## src/rtl/video_console_ctrl.sv

```systemverilog
`default_nettype none
// ============================================================================
//  Module   : video_console_ctrl
//  Purpose  : Text-console sequencer. Turns an ASCII byte stream into byte
//             writes on the video RAM write port, tracking a cursor over a
//             COLS x ROWS grid. Handles CR, LF, form-feed and line wrap, and
//             clears each newly entered row so the screen scrolls ring-style.
//  Options  : `define VCON_TAB_EN adds horizontal-tab expansion (TAB state).
//  Revision : 1.0  initial release
// ============================================================================
module video_console_ctrl #(
    parameter int          COLS       = 98,
    parameter int          ROWS       = 36,
    parameter logic [31:0] BASE_ADDR  = 32'h0000_0000,
    parameter int          CLR_ON_RST = 1
) (
    input  logic        clk,
    input  logic        rst,
    input  logic        i_ch_valid,
    input  logic [7:0]  i_ch,
    output logic        o_ch_ready,
    output logic        o_wr_req,
    input  logic        i_wr_gnt,
    output logic [31:0] o_wr_addr,
    output logic [3:0]  o_wr_be,
    output logic [31:0] o_wr_data,
    output logic [6:0]  o_cur_col,
    output logic [5:0]  o_cur_row,
    output logic        o_busy
);

    localparam logic [6:0]  c_COLS7    = 7'(COLS);
    localparam logic [11:0] c_COLS12   = 12'(COLS);
    localparam logic [5:0]  c_ROW_LAST = 6'(ROWS - 1);
    localparam logic [11:0] c_LAST_ROW = 12'(COLS - 1);
    localparam logic [11:0] c_LAST_ALL = 12'(COLS * ROWS - 1);

`ifdef VCON_TAB_EN
    typedef enum logic [2:0] {
        S_IDLE    = 3'd0,
        S_PUT     = 3'd1,
        S_CLR_ROW = 3'd2,
        S_CLR_ALL = 3'd3,
        S_TAB     = 3'd4
    } state_t;
`else
    typedef enum logic [2:0] {
        S_IDLE    = 3'd0,
        S_PUT     = 3'd1,
        S_CLR_ROW = 3'd2,
        S_CLR_ALL = 3'd3
    } state_t;
`endif

    state_t      r_state, w_state_nxt;
    logic [6:0]  r_col, w_col_nxt;
    logic [5:0]  r_row, w_row_nxt;
    logic [11:0] r_row_base, w_base_nxt;   // always row * COLS, kept incrementally
    logic [11:0] r_cnt, w_cnt_nxt;         // clear sequence cell counter
    logic [7:0]  r_ch, w_ch_nxt;           // latched printable character
    logic        r_wr_req;
    logic        r_ch_ready;

    logic        w_accept;
    logic        w_fire;
    logic [6:0]  w_col_inc;
    logic [5:0]  w_adv_row;
    logic [11:0] w_adv_base;
    logic        w_printable;
    logic [11:0] w_idx;
    logic [7:0]  w_byte;

    assign w_accept    = i_ch_valid && r_ch_ready;
    assign w_fire      = r_wr_req && i_wr_gnt;
    assign w_col_inc   = r_col + 7'd1;
    assign w_adv_row   = (r_row == c_ROW_LAST) ? 6'd0  : r_row + 6'd1;
    assign w_adv_base  = (r_row == c_ROW_LAST) ? 12'd0 : r_row_base + c_COLS12;
    assign w_printable = (i_ch >= 8'h20) && (i_ch != 8'h7F);

    // Next-state, cursor and counter update logic
    always_comb begin
        w_state_nxt = r_state;
        w_col_nxt   = r_col;
        w_row_nxt   = r_row;
        w_base_nxt  = r_row_base;
        w_cnt_nxt   = r_cnt;
        w_ch_nxt    = r_ch;
        case (r_state)
            S_IDLE: begin
                if (w_accept) begin
                    if (w_printable) begin
                        w_ch_nxt    = i_ch;
                        w_state_nxt = S_PUT;
                    end else if (i_ch == 8'h0D) begin
                        w_col_nxt = 7'd0;
                    end else if (i_ch == 8'h0A) begin
                        w_col_nxt   = 7'd0;
                        w_row_nxt   = w_adv_row;
                        w_base_nxt  = w_adv_base;
                        w_cnt_nxt   = 12'd0;
                        w_state_nxt = S_CLR_ROW;
                    end else if (i_ch == 8'h0C) begin
                        w_col_nxt   = 7'd0;
                        w_row_nxt   = 6'd0;
                        w_base_nxt  = 12'd0;
                        w_cnt_nxt   = 12'd0;
                        w_state_nxt = S_CLR_ALL;
`ifdef VCON_TAB_EN
                    end else if (i_ch == 8'h09) begin
                        w_state_nxt = S_TAB;
`endif
                    end
                end
            end
            S_PUT: begin
                if (w_fire) begin
                    if (w_col_inc == c_COLS7) begin
                        w_col_nxt   = 7'd0;
                        w_row_nxt   = w_adv_row;
                        w_base_nxt  = w_adv_base;
                        w_cnt_nxt   = 12'd0;
                        w_state_nxt = S_CLR_ROW;
                    end else begin
                        w_col_nxt   = w_col_inc;
                        w_state_nxt = S_IDLE;
                    end
                end
            end
            S_CLR_ROW: begin
                if (w_fire) begin
                    if (r_cnt == c_LAST_ROW) begin
                        w_state_nxt = S_IDLE;
                    end else begin
                        w_cnt_nxt = r_cnt + 12'd1;
                    end
                end
            end
            S_CLR_ALL: begin
                if (w_fire) begin
                    if (r_cnt == c_LAST_ALL) begin
                        w_col_nxt   = 7'd0;
                        w_row_nxt   = 6'd0;
                        w_base_nxt  = 12'd0;
                        w_state_nxt = S_IDLE;
                    end else begin
                        w_cnt_nxt = r_cnt + 12'd1;
                    end
                end
            end
`ifdef VCON_TAB_EN
            S_TAB: begin
                // Fill spaces up to the next tab stop; a stop past the row end wraps
                if (w_fire) begin
                    if (w_col_inc == c_COLS7) begin
                        w_col_nxt   = 7'd0;
                        w_row_nxt   = w_adv_row;
                        w_base_nxt  = w_adv_base;
                        w_cnt_nxt   = 12'd0;
                        w_state_nxt = S_CLR_ROW;
                    end else begin
                        w_col_nxt = w_col_inc;
                        if (w_col_inc[2:0] == 3'd0) begin
                            w_state_nxt = S_IDLE;
                        end
                    end
                end
            end
`endif
            default: w_state_nxt = S_IDLE;
        endcase
    end

    // Cell index and write byte selected by the active sequence
    always_comb begin
        w_idx  = r_row_base + {5'd0, r_col};
        w_byte = r_ch;
        case (r_state)
            S_CLR_ROW: begin
                w_idx  = r_row_base + r_cnt;
                w_byte = 8'h00;
            end
            S_CLR_ALL: begin
                w_idx  = r_cnt;
                w_byte = 8'h00;
            end
`ifdef VCON_TAB_EN
            S_TAB: w_byte = 8'h20;
`endif
            default: ;
        endcase
    end

    // State and datapath registers; request/ready follow the next state so both are low out of reset
    always_ff @(posedge clk) begin
        if (rst) begin
            r_state    <= (CLR_ON_RST != 0) ? S_CLR_ALL : S_IDLE;
            r_col      <= 7'd0;
            r_row      <= 6'd0;
            r_row_base <= 12'd0;
            r_cnt      <= 12'd0;
            r_ch       <= 8'h00;
            r_wr_req   <= 1'b0;
            r_ch_ready <= 1'b0;
        end else begin
            r_state    <= w_state_nxt;
            r_col      <= w_col_nxt;
            r_row      <= w_row_nxt;
            r_row_base <= w_base_nxt;
            r_cnt      <= w_cnt_nxt;
            r_ch       <= w_ch_nxt;
            r_wr_req   <= (w_state_nxt != S_IDLE);
            r_ch_ready <= (w_state_nxt == S_IDLE);
        end
    end

    assign o_ch_ready = r_ch_ready;
    assign o_wr_req   = r_wr_req;
    assign o_wr_addr  = BASE_ADDR + {20'd0, w_idx};
    assign o_wr_be    = 4'b0001 << w_idx[1:0];
    assign o_wr_data  = {4{w_byte}};
    assign o_cur_col  = r_col;
    assign o_cur_row  = r_row;
    assign o_busy     = (r_state != S_IDLE);

endmodule
`default_nettype wire

```

## config.mk

```make
export PLATFORM = sky130hd
export DESIGN_NAME = video_console_ctrl
export DESIGN_NICKNAME = d
export VERILOG_FILES = /design/src/rtl/video_console_ctrl.sv
export SDC_FILE = /design/constraint.sdc
export NUM_CORES = 1
export LEC_CHECK = 0
export CORE_MARGIN = 5
export CORE_UTILIZATION = 50
export DETAILED_ROUTE_END_ITERATION = 8
export PLACE_DENSITY = 0.86
export REMOVE_ABC_BUFFERS = 1
export SETUP_SLACK_MARGIN = 0.1
export SLEW_MARGIN = 5
export SYNTH_ARGS = -nofsm -noshare
export SYNTH_HDL_FRONTEND = slang
export SYNTH_SLANG_ARGS = --single-unit
```

## constraint.sdc

```tcl
create_clock -name clk -period 4.5 [get_ports clk]
set_clock_uncertainty 0.15 [all_clocks]
set_input_delay 0.9 -clock clk [delete_from_list [all_inputs] [get_ports clk]]
set_output_delay 0.9 -clock clk [all_outputs]
set_load 0.1 [all_outputs]
```

==> results.json <==
{
  "arrival_ns": 3.28,
  "firstDrtPassIters": 6,
  "cts_buffer_depth": 2,
  "worstHoldPathType": "reg2reg",
  "fin_crit_sh_pct": 96.2,
  "vias": 3871,
  "worst_slack_ns": 0.172,
  "fin_crit_ns": 4.33,
  "vdd.ir_drop.worst_uv": 163,
  "grt_max_degree": 25,
  "netlist_instances": 506,
  "r2r_start": "o_cur_col[0]",
  "drc": 0,
  "antenna_cells": 0,
  "clk_latency_ns": 0.31,
  "dpl_worst_slack_ns": 0.0658,
  "grt_pass1_wl_um": 17000,
  "path_class": "reg2out",
  "rsz0062_at_grt": "true",
  "synth.most_common_cell": "nor2_1",
  "antenna_found_initial": 0,
  "r2r-end": "r_cnt[11]",
  "wirelength_um": 10700,
  "track_usage_pct": 21.1,
  "cts_tree": "built",
  "rows": 32,
  "r2r_cells": 8,
  "setup_violations": 0,
  "grt_pass1_vias": 3565,
  "dpl.cell_count": 651,
  "dieHeight_um": 98.0,
  "synth_edf_count": 0,
  "cp_max_fo": 5,
  "grtUsageMet3_pct": 4.00,
  "drtIter0Drc": 253,
  "wire_per_inst_um": 16.2,
  "netlist_area_mm2": 0.00387,
  "dpl.hpwl_um": 8070,
  "stdcell_area_mm2": 0.00483,
  "yosys-top-cells-area": "dfxtp_1 26%, buf_4 8.5%, ha_1 5.5%",
  "numCtsBuffers": 5,
  "p_leak_nw": 1.96,
  "overflow": 0,
  "drive_above_1_share_pct": 20.5,
  "whs_endpoint": "r_row_base[0]",
  "synthToLayoutAreaGrowth_pct": 24.9,
  "ys_ff_latch": 50,
  "fillers": 642,
  "core_mm2": 0.00765,
  "clkTransAtPathRegs_ns": 0.11,
  "finalNonFillerCells": 664,
  "top_usage_layer": "met2",
  "ys.flop_type": "dfxtp_1",
  "yosys.area.top_type": "dfxtp_1",
  "yosysUniqueCellTypes": 61,
  "worst-endpoint-required_ns": 3.45,
  "die_area_mm2": 0.00959,
  "slew_violations": 0,
  "cts_hold_buffers": 0,
  "status": "complete, no violations",
  "yosysWarnings": 0,
  "root_buffer": "clkbuf_8",
  "io_buffers": 75,
  "power_density_mw_per_mm2": 209,
  "use_met1_pct": 26.6,
  "synthArstFlopShare_pct": 0,
  "rrSetupSlack_ns": 1.12,
  "cts.sinks": 50,
  "place_area_mm2": 0.00456,
  "ant_nets": 0,
  "whs_path_depth": 2,
  "initial_core_util_pct": 50.6,
  "synth_common_cells": "54 x nor2_1, 50 x dfxtp_1, 44 x buf_4",
  "die_w_um": 98.0,
  "relSlewSlack_pct": 34.1,
  "place.gp.congestion": 0.889,
  "end_kind": "output pin",
  "max_cap_viol_count": 0,
  "timing.fmax_mhz": 231,
  "viasPerCell": 5.83,
  "met2_usage_pct": 35.9,
  "htree_num_levels": 2,
  "tns_ns": 0,
  "io_pins": 96,
  "critPathLaunchType": "flip-flop",
  "tightest_slew_ns": 0.985,
  "nNetsFinal": 591,
  "yosys.area.top_type_share_pct": 25.9,
  "hold_viol_final": 0,
  "synth-seq-area-share_pct": 25.9,
  "synth_area_per_cell_um2": 7.64,
  "min_from": "r_row_base[0]"
}
==> logic make-up (layout without fill, tap and decap cells) <==
group                      after synthesis  count (layout)  synth area share [%]
AOI/OAI and AO/OA                      122             122                  20.1
buffers and inverters                   84             120                  12.6
xor gates and xnor gates                12              12                  2.72
adders and majority gates               18              18                  6.02
muxes                                   15              15                  4.11
DFF                                     50              50                  25.9
and+or+nand+nor                        204             204                  28.6
other                                    1              21                0.0970
==> what timing repair did <==
item,CTS,global route
endpoints found under the setup margin,3,4
setup buffers,2,3
gates resized for setup,12,20
pin swaps,8,13
==> routing by layer <==
metal	part of all wire, %	wire length, um
met5	0	0
met4	3.0	318
met3	7.9	844
met2	48	5140
met1	41	4430
==> critical path, stage by stage, from the launching register on <==
cell and delay, ns:
dfxtp_2 0.36, inv_2 0.06, nand2_2 0.06, nor2_4 0.16, buf_6 0.14, mux2_2 0.33, ha_1 0.31, nor3_1 0.20
nor2_1 0.09, a31oi_2 0.24, a21oi_2 0.10, xor2_2 0.21, a21oi_1 0.09, a311oi_1 0.27, buf_4 0.17, buf_12 0.16
==> worst max-delay path by stage <==
stage               start  slack [ns]  cells after the start            end
2_1_floorplan  r_state[1]       -2.40                      2   o_wr_data[0]
3_3_place_gp   r_state[2]        0.17                     15   o_wr_addr[8]
3_5_place_dp   r_state[2]        0.07                     15   o_wr_addr[8]
4_1_cts        r_state[2]         0.1                     15   o_wr_addr[8]
5_1_grt        r_state[2]        0.08                     16  o_wr_addr[11]
6_report       r_state[2]        0.17                     15  o_wr_addr[11]
==> power by group <==
part / switching (W) / internal [W]
registers: 0.00000565 / 0.000447
clock network: 0.000174 / 0.000116
logic: 0.000205 / 0.0000620
total: 0.000385 / 0.000625
==> cell usage in the layout (no fill, tap or decap), drive strengths merged, types with 3 or more instances in the layout <==
cell type and count:
a21o 3, nor2 55, mux2 7, buf 64, conb 21, nand2 31, nand2b 6, or3 10
and3 13, xnor2 5, a211oi 10, dfxtp 50, and4 3, mux2i 8, nand4 12, a21oi 42
nor3 11, o31ai 11, o21a 4, clkdlybuf4s50 27, or3b 4, a31oi 5, nand3 16, o21ai 27
clkbuf 5, nor2b 13, nor4 5, o22ai 3, ha 17, inv 21, o211ai 3, xor2 7
and2 6, or4 7
==> sequential cells by signal, indices dropped and copies added, names as in the netlist <==
signal / cells
o_ch_ready: 1
o_cur_col: 7
o_cur_row: 6
o_wr_req: 1
r_ch: 8
r_cnt: 12
r_row_base: 12
r_state: 3
==> final cells by class <==
| type | count | area [um^2] | share of cell area, % |
|---|---|---|---|
| Clock inverter | 3 | 28.8 | 0.596 |
| Clock buffer | 5 | 68.8 | 1.42 |
| Sequential cell | 50 | 1000 | 20.8 |
| Tap cell | 102 | 128 | 2.64 |
| Timing Repair Buffer | 91 | 946 | 19.6 |
| Inverter | 21 | 82.6 | 1.71 |
| Multi-Input combinational cell | 392 | 2570 | 53.3 |
==> stage by stage <==
stage / util (%) / power (W) / hold WS, ns
2_1_floorplan: - / 0.000648 / 0.263
3_3_place_gp: 59.7 / 0.000720 / 0.276
3_5_place_dp: 59.7 / 0.000723 / 0.286
4_1_cts: 61.6 / 0.00101 / 0.305
5_1_grt: 63.2 / 0.00105 / 0.363
6_report: 63.2 / 0.00101 / 0.331
Note: power is estimated with default switching activity, not from simulation.
